File: src/rtl/vote_trip_handler_if.sv
// Voter-to-trip-handler bundle: voter verdict, failure count and operator ack in,
// latched trip status and host-visible event statistics out.
interface vote_trip_handler_if #(
  parameter int CNT_W = 8
);
  logic             vote_result;
  logic [3:0]       fail_count;
  logic             ack;
  logic             trip;
  logic             pending;
  logic             ack_ready;
  logic             ack_done;
  logic [1:0]       state;
  logic [3:0]       peak_fails;
  logic [CNT_W-1:0] trip_count;

  modport master (
    output vote_result, fail_count, ack,
    input  trip, pending, ack_ready, ack_done, state, peak_fails, trip_count
  );

  modport slave (
    input  vote_result, fail_count, ack,
    output trip, pending, ack_ready, ack_done, state, peak_fails, trip_count
  );
endinterface

File: src/rtl/vote_trip_handler.sv
// Persistence-filtered trip latch with clean-recovery window and operator release.
// Trip after PERSIST_CYCLES high samples; no backpressure, every input sampled each edge.
module vote_trip_handler #(
  parameter int PERSIST_CYCLES = 4,
  parameter int CLEAR_CYCLES   = 8,
  parameter int CNT_W          = 8
) (
  input  logic               clk,
  input  logic               rst,
  vote_trip_handler_if.slave vif
);

  typedef enum logic [1:0] {
    ST_NORMAL   = 2'd0,
    ST_PENDING  = 2'd1,
    ST_TRIPPED  = 2'd2,
    ST_CLEARING = 2'd3
  } state_e;

  localparam logic [7:0]       PERSIST_MAX = 8'(PERSIST_CYCLES);
  localparam logic [7:0]       CLEAR_MAX   = 8'(CLEAR_CYCLES);
  localparam logic [CNT_W-1:0] CNT_SAT     = '1;

  state_e           state_q, state_d;
  logic [7:0]       persist_q, persist_d;
  logic [7:0]       clean_q, clean_d;
  logic             trip_q, trip_d;
  logic             ack_done_q, ack_done_d;
  logic [3:0]       peak_q, peak_d;
  logic [CNT_W-1:0] count_q, count_d;

  logic             ack_ready;
  logic [3:0]       peak_max;
  logic [CNT_W-1:0] count_inc;

  assign ack_ready = (state_q == ST_CLEARING) && (clean_q == CLEAR_MAX);
  assign peak_max  = (vif.fail_count > peak_q) ? vif.fail_count : peak_q;
  assign count_inc = (count_q == CNT_SAT) ? count_q : count_q + 1'b1;

  always_comb begin
    state_d    = state_q;
    persist_d  = persist_q;
    clean_d    = clean_q;
    trip_d     = trip_q;
    ack_done_d = 1'b0;
    peak_d     = peak_q;
    count_d    = count_q;
    case (state_q)
      ST_NORMAL: begin
        if (vif.vote_result) begin
          peak_d = vif.fail_count;
          if (PERSIST_MAX == 8'd1) begin
            state_d = ST_TRIPPED;
            trip_d  = 1'b1;
            count_d = count_inc;
          end else begin
            state_d   = ST_PENDING;
            persist_d = 8'd1;
          end
        end
      end
      ST_PENDING: begin
        if (vif.vote_result) begin
          peak_d = peak_max;
          if (persist_q + 8'd1 == PERSIST_MAX) begin
            state_d   = ST_TRIPPED;
            trip_d    = 1'b1;
            persist_d = 8'd0;
            count_d   = count_inc;
          end else begin
            persist_d = persist_q + 8'd1;
          end
        end else begin
          state_d   = ST_NORMAL;
          persist_d = 8'd0;
          peak_d    = 4'd0;
        end
      end
      ST_TRIPPED: begin
        peak_d = peak_max;
        if (!vif.vote_result) begin
          state_d = ST_CLEARING;
          clean_d = 8'd1;
        end
      end
      ST_CLEARING: begin
        peak_d = peak_max;
        // A returning fault outranks a simultaneous acknowledge.
        if (vif.vote_result) begin
          state_d = ST_TRIPPED;
          clean_d = 8'd0;
        end else if (vif.ack && ack_ready) begin
          state_d    = ST_NORMAL;
          trip_d     = 1'b0;
          ack_done_d = 1'b1;
          peak_d     = 4'd0;
          clean_d    = 8'd0;
          persist_d  = 8'd0;
        end else if (clean_q != CLEAR_MAX) begin
          clean_d = clean_q + 8'd1;
        end
      end
      default: state_d = ST_NORMAL;
    endcase
  end

  always_ff @(posedge clk) begin
    if (rst) begin
      state_q    <= ST_NORMAL;
      persist_q  <= 8'd0;
      clean_q    <= 8'd0;
      trip_q     <= 1'b0;
      ack_done_q <= 1'b0;
      peak_q     <= 4'd0;
      count_q    <= '0;
    end else begin
      state_q    <= state_d;
      persist_q  <= persist_d;
      clean_q    <= clean_d;
      trip_q     <= trip_d;
      ack_done_q <= ack_done_d;
      peak_q     <= peak_d;
      count_q    <= count_d;
    end
  end

  assign vif.trip       = trip_q;
  assign vif.pending    = (state_q == ST_PENDING);
  assign vif.ack_ready  = ack_ready;
  assign vif.ack_done   = ack_done_q;
  assign vif.state      = state_q;
  assign vif.peak_fails = peak_q;
  assign vif.trip_count = count_q;

endmodule

File: src/flat_wrapper.sv
// flat-port wrapper written by rule: the top's interface ports become plain ports
module vote_trip_handler_flat 
#(
  parameter int PERSIST_CYCLES = 4,
  parameter int CLEAR_CYCLES   = 8,
  parameter int CNT_W          = 8
)
  (clk, rst, vif_vote_result, vif_fail_count, vif_ack, vif_trip, vif_pending, vif_ack_ready, vif_ack_done, vif_state, vif_peak_fails, vif_trip_count);
  vote_trip_handler_if #(.CNT_W(CNT_W)) vif_i ();
  input  logic clk;
  input  logic rst;
  input wire logic [$bits(vif_i.vote_result)-1:0] vif_vote_result;
  input wire logic [$bits(vif_i.fail_count)-1:0] vif_fail_count;
  input wire logic [$bits(vif_i.ack)-1:0] vif_ack;
  output wire logic [$bits(vif_i.trip)-1:0] vif_trip;
  output wire logic [$bits(vif_i.pending)-1:0] vif_pending;
  output wire logic [$bits(vif_i.ack_ready)-1:0] vif_ack_ready;
  output wire logic [$bits(vif_i.ack_done)-1:0] vif_ack_done;
  output wire logic [$bits(vif_i.state)-1:0] vif_state;
  output wire logic [$bits(vif_i.peak_fails)-1:0] vif_peak_fails;
  output wire logic [$bits(vif_i.trip_count)-1:0] vif_trip_count;
  assign vif_i.vote_result = vif_vote_result;
  assign vif_i.fail_count = vif_fail_count;
  assign vif_i.ack = vif_ack;
  assign vif_trip = vif_i.trip;
  assign vif_pending = vif_i.pending;
  assign vif_ack_ready = vif_i.ack_ready;
  assign vif_ack_done = vif_i.ack_done;
  assign vif_state = vif_i.state;
  assign vif_peak_fails = vif_i.peak_fails;
  assign vif_trip_count = vif_i.trip_count;
  vote_trip_handler #(.PERSIST_CYCLES(PERSIST_CYCLES), .CLEAR_CYCLES(CLEAR_CYCLES), .CNT_W(CNT_W)) u_core (.clk(clk), .rst(rst), .vif(vif_i));
endmodule
File: config.mk
export PLATFORM = sky130hd
export DESIGN_NAME = vote_trip_handler_flat
export DESIGN_NICKNAME = d
export VERILOG_FILES = /design/src/rtl/vote_trip_handler_if.sv /design/src/rtl/vote_trip_handler.sv /design/src/flat_wrapper.sv
export SDC_FILE = /design/constraint.sdc
export NUM_CORES = 1
export LEC_CHECK = 0
export ABC_AREA = 1
export ABC_CLOCK_PERIOD_IN_PS = 2240
export CAP_MARGIN = 20
export CORE_MARGIN = 3
export CORE_UTILIZATION = 40
export CTS_BUF_LIST = sky130_fd_sc_hd__clkbuf_8
export DETAILED_ROUTE_END_ITERATION = 12
export HOLD_SLACK_MARGIN = 0.05
export SYNTH_ARGS = -nofsm -noshare
export SYNTH_HDL_FRONTEND = slang
export SYNTH_SLANG_ARGS = --single-unit
File: constraint.sdc
create_clock -name clk -period 2.24 [get_ports clk]
set_input_delay 0.224 -clock clk [delete_from_list [all_inputs] [get_ports clk]]
set_output_delay 0.224 -clock clk [all_outputs]
set_load 0.005 [all_outputs]
==> out/metrics.yaml <==
status: "finished, final reports clean"
fin_tns_setup_ns: 0
nFillCells: 530
synth.distinct_cells: 33
numCtsBuffers: 5
worstSkewPairLatency_ns: 0.28
cts_tree: "built"
layout_worst_path_cycle_share_pct: 89.1
power_frac_clock_pct: 38.7
die_area_um2: 5860
dp_hpwl_mm: 3.31
coreArea_um2: 4750
min_period_ns: 1.99
syn_to_final_growth_pct: 21.6
rsz0062_at_grt: "false"
drive_gt1_share_pct: 10.7
start_util_pct: 41.8
cts_resized: 0
post_drt_wl_per_cell_um: 11.1
grtUsageTotal_pct: 16.0
power_density_nw_per_um2: 580
vias_per_cell: 4.84
dr.pass1.iters: 4
gp_congestion: 0.815
grt-ovfl-total: 0
cts_hold_buf: 0
io_buffers: 25
leakage_nw: 0.906
nNetsFinal: 342
p_sw_share_pct: 27.7
grt_pass1_wl_mm: 7.84
p_switching_w: 0.000389
maxCapViolations: 0
chipHeight_um: 76.5
hold_class: "reg -> reg"
grt_max_degree: 19
required_ns: 2.02
end_kind: "primary output"
die_w_um: 76.5
clk_path_buf_depth: 2
first_global_vias: 1783
internal_power_w: 0.00101
skew_ns: 0.00803
synth_nets: 312
cpLargestDelayFamily: "buffers and inverters"
fin_util_pct: 50.9
slowest_stage: "clkdlybuf4s50_1"
io_pins: 26
cts_root_buffer: "clkbuf_8"
grt_antenna_before_repair: 0
maxSlewViolCount: 0
postSynthCellCount: 295
cpPeakStageDelay_ns: 0.55
power_frac_seq_pct: 44.0
clkSinkCount: 32
postRouteAntennaNets: 0
path_max_fanout: 4
cts_max_level: 2
drt-initial-drc-count: 105
totalWireLength_mm: 4.36
synth_warnings: 0
finalHoldViolations: 0
max_freq_mhz: 501
num_antenna_cells: 0
setup_viol: 0
arrival_ns: 1.77
finalPower_w: 0.00140
synth.yosys.seq_area_share_pct: 32.2
multi_input_area_um2: 1170
final_cell_mix: "74 x nand2_1, 36 x inv_1, 32 x dfxtp_1, 30 x a21oi_1, 27 x nor2_1"
max-vdd-ir-drop_uv: 417
post_cts_buffers: 0
rows: 25
synth_area_per_cell_um2: 6.74
combPwrFrac_pct: 17.4
clkTransAtPathRegs_ns: 0.07
slew-limit-headroom_pct: 78.3
final_common_cell: "nand2_1"
synthesis.area_um2: 1990
drc: 0
crit_path_start_kind: "flip-flop"
crit_chain: "inv_1 -> ha_1 -> nand3_1 -> nor3_4 -> clkdlybuf4s50_1"
worst_pin_slew_ns: 0.322
seqCellArea_um2: 641
via_count: 1902
ys_seq_elements: 32
critPathBufInv: 2
critPathKind: "reg -> out"
## path summary, 6_finish.rpt
check | startpoint | endpoint | slack (ns) | depth (start not counted)
worst min-delay path | u_core.vif.trip$_SDFFE_PP0P_ | u_core.vif.trip$_SDFFE_PP0P_ | 0.46 | 2
worst max register to register | u_core.persist_q[0]$_SDFFE_PP0P_ | u_core.vif.trip_count[7]$_SDFFE_PP0P_ | 0.42 | 11
worst max-delay path | u_core.clean_q[0]$_SDFFE_PP0P_ | vif_ack_ready | 0.25 | 5
worst min register to register | u_core.vif.trip$_SDFFE_PP0P_ | u_core.vif.trip$_SDFFE_PP0P_ | 0.46 | 2
## layout make-up
class / instances / area share [%]
sequential: 32 / 26.5
inverter: 42 / 6.62
tap: 67 / 3.46
multi-input combinational: 218 / 48.3
timing repair buffer: 26 / 10.7
clock buffer: 5 / 2.84
clock inverter: 3 / 1.60
## layer usage
| metal | up-vias | global-route usage (%) | wire length (um) |
|---|---|---|---|
| met5 | - | 0 | 0 |
| met4 | 0 | 4.89 | 23 |
| met3 | 2 | 3.78 | 132 |
| met2 | 25 | 25.5 | 1980 |
| met1 | 850 | 21.3 | 2220 |
| li1 | 1025 | - | - |
## power groups by stage
stage	logic, W	registers (W)	clock network [W]
2_1_floorplan	0.000158	0.000627	0
3_3_place_gp	0.000246	0.000630	0
3_5_place_dp	0.000245	0.000630	0
4_1_cts	0.000247	0.000618	0.000561
5_1_grt	0.000281	0.000621	0.000587
6_report	0.000244	0.000617	0.000543
## Yosys cell counts
library cell | n | area (um^2)
nand3_2 | 6 | 60.1
a21oi_1 | 30 | 150
nor2_1 | 27 | 101
xor2_1 | 4 | 35.0
inv_2 | 2 | 7.51
o2111ai_1 | 1 | 8.76
dfxtp_1 | 32 | 641
o21ai_2 | 1 | 8.76
o21ai_0 | 10 | 50.1
a31oi_1 | 1 | 6.26
ha_1 | 9 | 113
o21bai_1 | 1 | 7.51
nand3_1 | 16 | 80.1
clkbuf_1 | 2 | 7.51
nand3b_1 | 2 | 15.0
nor4_1 | 1 | 6.26
o31a_1 | 1 | 8.76
clkinv_1 | 3 | 11.3
o21ai_1 | 2 | 10.0
inv_1 | 35 | 131
clkinv_2 | 2 | 10.0
nor2_2 | 4 | 25.0
nor3_4 | 1 | 16.3
xnor2_1 | 2 | 17.5
nand2_1 | 74 | 278
nand4_1 | 10 | 62.6
nor3b_2 | 1 | 12.5
nand2_2 | 7 | 43.8
a21oi_2 | 1 | 8.76
nor3_1 | 3 | 15.0
nor2_4 | 2 | 22.5
o211ai_1 | 1 | 7.51
buf_6 | 1 | 11.3
## kinds of logic after synthesis
group	count (synthesis)	share of synthesized area (%)
buf+inv	45	8.99
compound gates	49	13.4
fa+ha+maj	9	5.66
flops	32	32.2
simple gates	154	37.1
xor+xnor	6	2.64
## metrics by stage
step,worst slack [ns],instances,hold WS (ns),instance area [um^2]
after floorplan,0.672,295,0.385,1990
final,0.245,393,0.458,2420
after detailed placement,0.301,385,0.445,2310
after CTS,0.218,393,0.456,2420
after global placement,0.325,385,0.444,2310
after global routing,0.119,393,0.505,2420
## state kept, by name, summed over array words and instances, names as in the netlist, named ones only
signal,cells
u_core.clean_q,8
u_core.persist_q,8
u_core.vif.ack_done,1
u_core.vif.peak_fails,4
u_core.vif.state,1
u_core.vif.trip,1
u_core.vif.trip_count,8
## tightest hold or removal path: cells and delay by family (launching register included)
family                 cells  cell delay (ns)
DFF                        1             0.31
buffers and inverters      1             0.05
AOI/OAI and AO/OA          1             0.05
Power figures use the tool's default switching activity.
